**config.mk**
```make
export PLATFORM = sky130hd
export DESIGN_NAME = vm_change_dispenser_flat
export DESIGN_NICKNAME = d
export VERILOG_FILES = /design/src/rtl/vm_pkg.sv /design/src/rtl/vm_change_dispenser_if.sv /design/src/rtl/vm_change_select.sv /design/src/rtl/vm_change_dispenser.sv /design/src/flat_wrapper.sv
export SDC_FILE = /design/constraint.sdc
export NUM_CORES = 1
export LEC_CHECK = 0
export CAP_MARGIN = 0
export CORE_MARGIN = 1
export CORE_UTILIZATION = 50
export DETAILED_ROUTE_END_ITERATION = 10
export MAX_ROUTING_LAYER = met4
export PLACE_DENSITY = 0.78
export SYNTH_ARGS = -nofsm -noshare
export SYNTH_HDL_FRONTEND = slang
export SYNTH_SLANG_ARGS = --single-unit
```
**constraint.sdc**
```tcl
create_clock -name clk -period 2 [get_ports clk]
set_input_delay 0.4 -clock clk [delete_from_list [all_inputs] [get_ports clk]]
set_output_delay 0.4 -clock clk [all_outputs]
set_load 0.02 [all_outputs]
```
**src/rtl/vm_pkg.sv**
```systemverilog
// Shared encodings for the change dispenser: status, coin codes, coin values and FSM states.
package vm_pkg;

    typedef enum logic [1:0] {
        STATUS_IDLE   = 2'b00,
        STATUS_VEND   = 2'b01,
        STATUS_CHANGE = 2'b10,
        STATUS_REFUND = 2'b11
    } status_e;

    typedef enum logic [1:0] {
        COIN_NONE = 2'b00,
        COIN_5    = 2'b01,
        COIN_10   = 2'b10,
        COIN_25   = 2'b11
    } coin_e;

    localparam logic [7:0] VALUE_5  = 8'd5;
    localparam logic [7:0] VALUE_10 = 8'd10;
    localparam logic [7:0] VALUE_25 = 8'd25;

    typedef enum logic [2:0] {
        S_IDLE,
        S_SELECT,
        S_ISSUE,
        S_DONE,
        S_FAULT
    } state_e;

    function automatic logic [7:0] coin_value(input coin_e coin);
        case (coin)
            COIN_5:  return VALUE_5;
            COIN_10: return VALUE_10;
            COIN_25: return VALUE_25;
            default: return '0;
        endcase
    endfunction

endpackage

```
**src/rtl/vm_change_dispenser_if.sv**
```systemverilog
// Coin-request handshake between the change dispenser (master) and the hopper (slave).
interface vm_change_dispenser_if;
    import vm_pkg::*;

    logic  change_valid;
    coin_e change_coin;
    logic  change_ack;

    modport master (output change_valid, output change_coin, input change_ack);
    modport slave  (input change_valid, input change_coin, output change_ack);

endinterface

```
**src/rtl/vm_change_select.sv**
```systemverilog
// Greedy denomination choice: largest coin in stock whose value fits the remaining amount.
module vm_change_select
    import vm_pkg::*;
(
    input  logic [7:0] remaining,
    input  logic [3:0] stock_5,
    input  logic [3:0] stock_10,
    input  logic [3:0] stock_25,
    output logic       found,
    output coin_e      coin
);

    always_comb begin
        found = 1'b0;
        coin  = COIN_NONE;
        if (stock_25 != '0 && remaining >= VALUE_25) begin
            found = 1'b1;
            coin  = COIN_25;
        end else if (stock_10 != '0 && remaining >= VALUE_10) begin
            found = 1'b1;
            coin  = COIN_10;
        end else if (stock_5 != '0 && remaining >= VALUE_5) begin
            found = 1'b1;
            coin  = COIN_5;
        end
    end

endmodule

```
**src/rtl/vm_change_dispenser.sv**
```systemverilog
// Change dispenser: pays out a latched balance coin by coin over the hopper handshake,
// tracks per-denomination tube stock, and latches a sticky fault on hopper timeout.
module vm_change_dispenser
    import vm_pkg::*;
#(
    parameter int ACK_TIMEOUT = 15,
    parameter int STOCK_MAX   = 15
) (
    input  logic                  clk,
    input  logic                  rst,
    input  logic [1:0]            status,
    input  logic [7:0]            balance,
    input  logic                  refill_valid,
    input  logic [1:0]            refill_coin,
    input  logic [3:0]            refill_count,
    vm_change_dispenser_if.master hopper,
    output logic                  busy,
    output logic                  change_done,
    output logic [7:0]            shortfall,
    output logic                  fault
);

    localparam int CW = $clog2(ACK_TIMEOUT + 1);

    state_e        state, next_state;
    status_e       status_q;
    logic [7:0]    remaining;
    logic [3:0]    stock_5, stock_10, stock_25;
    logic [CW-1:0] tmo_cnt;
    logic          trigger, ack_hit, timeout, refill_ok, sel_found;
    coin_e         sel_coin;

    function automatic logic [3:0] sat_add(input logic [3:0] a, input logic [3:0] b);
        logic [4:0] s;
        s = {1'b0, a} + {1'b0, b};
        return (s > 5'(STOCK_MAX)) ? 4'(STOCK_MAX) : s[3:0];
    endfunction

    // Only an entry into change-due/refund counts; a held status never retriggers.
    assign trigger   = (status_q inside {STATUS_IDLE, STATUS_VEND}) &&
                       (status_e'(status) inside {STATUS_CHANGE, STATUS_REFUND});
    assign ack_hit   = (state == S_ISSUE) && hopper.change_valid && hopper.change_ack;
    assign timeout   = (state == S_ISSUE) && !ack_hit && (tmo_cnt == CW'(ACK_TIMEOUT - 1));
    assign refill_ok = (state == S_IDLE) && refill_valid && (coin_e'(refill_coin) != COIN_NONE);
    assign busy      = !(state inside {S_IDLE, S_FAULT});

    vm_change_select u_select (
        .remaining (remaining),
        .stock_5   (stock_5),
        .stock_10  (stock_10),
        .stock_25  (stock_25),
        .found     (sel_found),
        .coin      (sel_coin)
    );

    always_ff @(posedge clk) begin
        if (rst) state <= S_IDLE;
        else     state <= next_state;
    end

    always_comb begin
        next_state = state;
        case (state)
            S_IDLE:   if (trigger) next_state = S_SELECT;
            S_SELECT: next_state = sel_found ? S_ISSUE : S_DONE;
            S_ISSUE: begin
                if (ack_hit)      next_state = S_SELECT;
                else if (timeout) next_state = S_FAULT;
            end
            S_DONE:   next_state = S_IDLE;
            S_FAULT:  next_state = S_FAULT;
            default:  next_state = S_IDLE;
        endcase
    end

    always_ff @(posedge clk) begin
        if (rst) begin
            status_q            <= STATUS_IDLE;
            remaining           <= '0;
            stock_5             <= '0;
            stock_10            <= '0;
            stock_25            <= '0;
            tmo_cnt             <= '0;
            hopper.change_valid <= 1'b0;
            hopper.change_coin  <= COIN_NONE;
            change_done         <= 1'b0;
            shortfall           <= '0;
            fault               <= 1'b0;
        end else begin
            status_q    <= status_e'(status);
            change_done <= 1'b0;
            if (state == S_IDLE && trigger)
                remaining <= balance;
            // Refill lands in the trigger cycle too, so the first SELECT sees it.
            if (refill_ok) begin
                case (coin_e'(refill_coin))
                    COIN_5:  stock_5  <= sat_add(stock_5,  refill_count);
                    COIN_10: stock_10 <= sat_add(stock_10, refill_count);
                    COIN_25: stock_25 <= sat_add(stock_25, refill_count);
                    default: ;
                endcase
            end
            if (state == S_SELECT) begin
                tmo_cnt <= '0;
                if (sel_found) begin
                    hopper.change_valid <= 1'b1;
                    hopper.change_coin  <= sel_coin;
                end else begin
                    change_done <= 1'b1;
                    shortfall   <= remaining;
                end
            end
            if (state == S_ISSUE) begin
                if (ack_hit) begin
                    hopper.change_valid <= 1'b0;
                    remaining <= remaining - coin_value(hopper.change_coin);
                    case (hopper.change_coin)
                        COIN_5:  stock_5  <= stock_5  - 4'd1;
                        COIN_10: stock_10 <= stock_10 - 4'd1;
                        COIN_25: stock_25 <= stock_25 - 4'd1;
                        default: ;
                    endcase
                end else if (timeout) begin
                    hopper.change_valid <= 1'b0;
                    fault               <= 1'b1;
                end else begin
                    tmo_cnt <= tmo_cnt + CW'(1);
                end
            end
        end
    end

endmodule

```
**src/flat_wrapper.sv**
```systemverilog
// flat-port wrapper written by rule: the top's interface ports become plain ports
module vm_change_dispenser_flat import vm_pkg::*;
#(
    parameter int ACK_TIMEOUT = 15,
    parameter int STOCK_MAX   = 15
)
  (clk, rst, status, balance, refill_valid, refill_coin, refill_count, busy, change_done, shortfall, fault, hopper_change_valid, hopper_change_coin, hopper_change_ack);
  vm_change_dispenser_if hopper_i ();
  input  logic clk;
  input  logic rst;
  input  logic [1:0] status;
  input  logic [7:0] balance;
  input  logic refill_valid;
  input  logic [1:0] refill_coin;
  input  logic [3:0] refill_count;
  output logic busy;
  output logic change_done;
  output logic [7:0] shortfall;
  output logic fault;
  output wire logic [$bits(hopper_i.change_valid)-1:0] hopper_change_valid;
  output wire logic [$bits(hopper_i.change_coin)-1:0] hopper_change_coin;
  input wire logic [$bits(hopper_i.change_ack)-1:0] hopper_change_ack;
  assign hopper_change_valid = hopper_i.change_valid;
  assign hopper_change_coin = hopper_i.change_coin;
  assign hopper_i.change_ack = hopper_change_ack;
  vm_change_dispenser #(.ACK_TIMEOUT(ACK_TIMEOUT), .STOCK_MAX(STOCK_MAX)) u_core (.clk(clk), .rst(rst), .status(status), .balance(balance), .refill_valid(refill_valid), .refill_coin(refill_coin), .refill_count(refill_count), .hopper(hopper_i), .busy(busy), .change_done(change_done), .shortfall(shortfall), .fault(fault));
endmodule
```
==> impl_metrics.ini <==
[floorplanning]
floorplan.core_area_um2 = 5205
start_util_pct = 52.93
ios = 34
die-area_um2 = 5811
rows = 26
dieWidth_um = 76.23
die-height_um = 76.23

[clock_network]
cts_tree = done
root_buffer = clkbuf_8
cts_buffer_depth = 2
clock-sinks = 41
cts_htree_levels = 2
cts_inserted_buffers = 5
clkLatencyLatePin_ns = 0.30
clkTransAtPathRegs_ns = 0.08

[power]
power_frac_seq_pct = 31.9
power_density_nw_per_um2 = 933.1
pwr-share-clk_pct = 16.1
leakagePower_nw = 1.433
comb_power_share_pct = 52.0
swShare_pct = 40.61
p_int_mw = 2.040
p_sw_mw = 1.395
vdd_ir_drop_max_mv = 0.7829

[yosys]
netlist_instances = 323
synth-async-reset-ratio_pct = 0
ys_seq_area_share_pct = 29.79
syn_area_um2 = 2755
synth_top_area_cell = dfxtp_1
yosysMostFrequentCell = dfxtp_1
yosys.area.top_type_share_pct = 29.79
synth_cell_type_count = 59
synth_nets = 372
synth_common_cells = dfxtp_1, nand2_1, ha_1
synth_edf_count = 0
syn_area_per_cell_um2 = 8.530
yosys_warnings = 0
ys_seq_elements = 41
synth_ff_type = dfxtp_1
synth.area.top_cells = dfxtp_1, ha_1, nand2_1

[layout]
drive_gt1_share_pct = 22.66
nNetsFinal = 454
fin_util_pct = 70.72
diodes = 0
area_growth_syn_to_layout_pct = 33.61

[critical_path]
start_kind = input pin
worst_path_max_delay_cell = clkdlybuf4s50_1
crit_path_end = u_core.stock_10[2]
cp_num_cells = 7
cp_max_fo = 4
cp_num_buf_inv = 1
crit_type = input pin to flop
ff2ff_setup_slack_ns = 0.07
startpoint = refill_count[2]
cp-end-kind = flop
rr_startpoint = u_core.stock_25[0]
critPathMaxStageDelay_ns = 0.49
critical-path-top-delay-family = compound AO/OA/AOI/OAI gates
arrival_ns = 2.10
cp.required_ns = 2.18
cp_cell_sequence = clkdlybuf4s50_1, ha_1, nor2b_1, o21ai_0, nand3b_1, o31ai_1, a311oi_1
reg2regPathDepth = 9
rr_endpoint = u_core.stock_25[1]

[sta]
layout_min_cycle_time_ns = 1.927
finalHoldViolations = 0
fmax_mhz = 519.0
max_slew_margin_pct = 59.52
clock_skew_ns = 0.003434
worst-slew-pin-transition_ns = 0.5919
maxSlewViolCount = 0
fin_tns_setup_ns = 0
setup_violations = 0
post-route-period-util_pct = 96.34

[global_routing]
grt_pass1_wl_um = 11760
antenna_found_initial = 0
grt_overflow = 0
grt_usage_pct = 25.83
grt_pass1_vias = 2639
grt_start_max_net_pins = 21

[drt]
vias_per_cell = 5.792
wl_per_cell_um = 15.54
ant_nets = 0
totalWireLength_um = 7399
dr.pass1.iters = 4
first_iter_violations = 106
num_vias = 2757
drc = 0

[min_path]
hold_class = flop to flop
hold_depth = 2

[outcome]
status = finished, final reports clean

[job]
maxCapViolations = 0

[place]
dp_hpwl_um = 5536
port_buffers = 32
gp_congestion = 0.9004
==> placed cells by master, fill, tap and decap left out, types with 2 or more instances in the layout <==
cell type	Yosys	final
dfxtp_2	0	4
inv_1	21	20
nand2_1	33	33
or3b_4	0	2
mux2_2	3	3
nor3_1	10	10
fa_2	0	2
nand2b_1	4	4
fa_1	4	2
a211oi_1	8	8
and3_1	4	4
nand3_1	12	12
xnor2_1	8	8
a311oi_1	4	4
o21ai_0	11	8
nand3b_1	2	2
a21o_1	3	3
a31oi_1	4	4
nor4_1	6	5
o211ai_1	5	5
o221ai_1	4	4
o31a_1	2	2
clkinvlp_4	0	2
dfxtp_1	41	37
a21oi_1	22	19
a211o_1	2	2
ha_2	0	2
nor2_1	21	21
buf_4	0	51
or3_1	5	5
clkbuf_8	0	5
nor2b_1	9	8
o21ai_1	0	3
mux2i_1	6	6
a21oi_2	0	3
clkdlybuf4s50_1	0	31
a41oi_1	2	2
ha_1	25	23
==> metal layers <==
| metal | share of wire, % | up-vias | track usage (%) | wire length [µm] |
|---|---|---|---|---|
| li1 | - | 1354 | - | - |
| met1 | 44 | 1311 | 30.39 | 3264 |
| met2 | 49 | 72 | 43.33 | 3623 |
| met3 | 4.4 | 20 | 4.910 | 322 |
| met4 | 2.6 | 0 | 10.19 | 189 |
| met5 | 0 | - | - | 0 |
==> power by group through the flow <==
stage	registers (mW)	clock network, mW	logic, mW
after floorplan	1.10	0	1.03
after global placement	1.09	0	1.62
after detailed placement	1.10	0	1.67
after CTS	1.08	0.564	1.69
after global routing	1.11	0.599	1.95
final	1.10	0.552	1.79
==> registers in the layout, indices dropped and copies added, names as in the netlist, 2 cells and up <==
name                       flops
u_core.stock_25                4
u_core.shortfall               8
u_core.state                   3
u_core.remaining               8
u_core.stock_10                4
u_core.stock_5                 4
u_core.hopper.change_coin      2
u_core.tmo_cnt                 4
==> metrics by stage <==
| step | hold WS [ns] | instance area, µm² | power, mW | worst slack [ns] | cells |
|---|---|---|---|---|---|
| 3_3_place_gp | 0.4485 | 3510 | 2.713 | -0.3471 | 467 |
| 5_1_grt | 0.4787 | 3681 | 3.658 | -0.02584 | 476 |
| 4_1_cts | 0.4676 | 3602 | 3.332 | 0.004815 | 475 |
| 2_1_floorplan | 0.4633 | 2755 | 2.133 | 0.03397 | 323 |
| 6_report | 0.4663 | 3681 | 3.435 | 0.07320 | 476 |
| 3_5_place_dp | 0.4493 | 3510 | 2.769 | -0.4826 | 467 |
==> worst register-to-register path: stages, from the launching register on <==
cell      delay (ns)
dfxtp_2         0.34
buf_6           0.11
ha_2            0.17
inv_1           0.06
fa_2            0.41
nor2b_4         0.13
o21ai_1         0.07
nor4bb_1        0.15
a211o_1         0.31
a21oi_2         0.13
==> how the worst min path moves through the flow <==
| stage | startpoint | endpoint | slack (ns) |
|---|---|---|---|
| floorplan | u_core.tmo_cnt[3] | u_core.tmo_cnt[3] | 0.46 |
| global placement | u_core.shortfall[4] | u_core.shortfall[4] | 0.45 |
| detailed placement | u_core.shortfall[4] | u_core.shortfall[4] | 0.45 |
| global route | u_core.shortfall[2] | u_core.shortfall[2] | 0.48 |
| finish | u_core.shortfall[2] | u_core.shortfall[2] | 0.47 |
| CTS | u_core.shortfall[6] | u_core.shortfall[6] | 0.47 |
==> timing repair <==
action	CTS	global route
buffers inserted	0	1
hold buffers	0	0
pin swaps	0	7
gates resized for setup	5	22
setup endpoints to repair	10	20
==> area by class of cell <==
class | instances | area (µm²)
Clock inverter | 2 | 15.01
Fill cell | 450 | 1524
Inverter | 22 | 82.58
Clock buffer | 6 | 72.57
Sequential cell | 41 | 825.8
Timing Repair Buffer | 84 | 713.2
Tap cell | 70 | 87.58
Multi-Input combinational cell | 251 | 1884
==> kinds of logic after synthesis <==
| logic type | count (synthesis) | share of synthesized area (%) |
|---|---|---|
| AND/OR/NAND/NOR | 121 | 24.25 |
| flip-flops | 41 | 29.79 |
| AO/OA/AOI/OAI | 83 | 21.12 |
| XOR/XNOR | 9 | 2.861 |
| adder cells (fa/ha/maj) | 29 | 14.26 |
| multiplexers | 9 | 3.406 |
| buffers and inverters | 31 | 4.314 |
(Power assumes the default switching activity.)
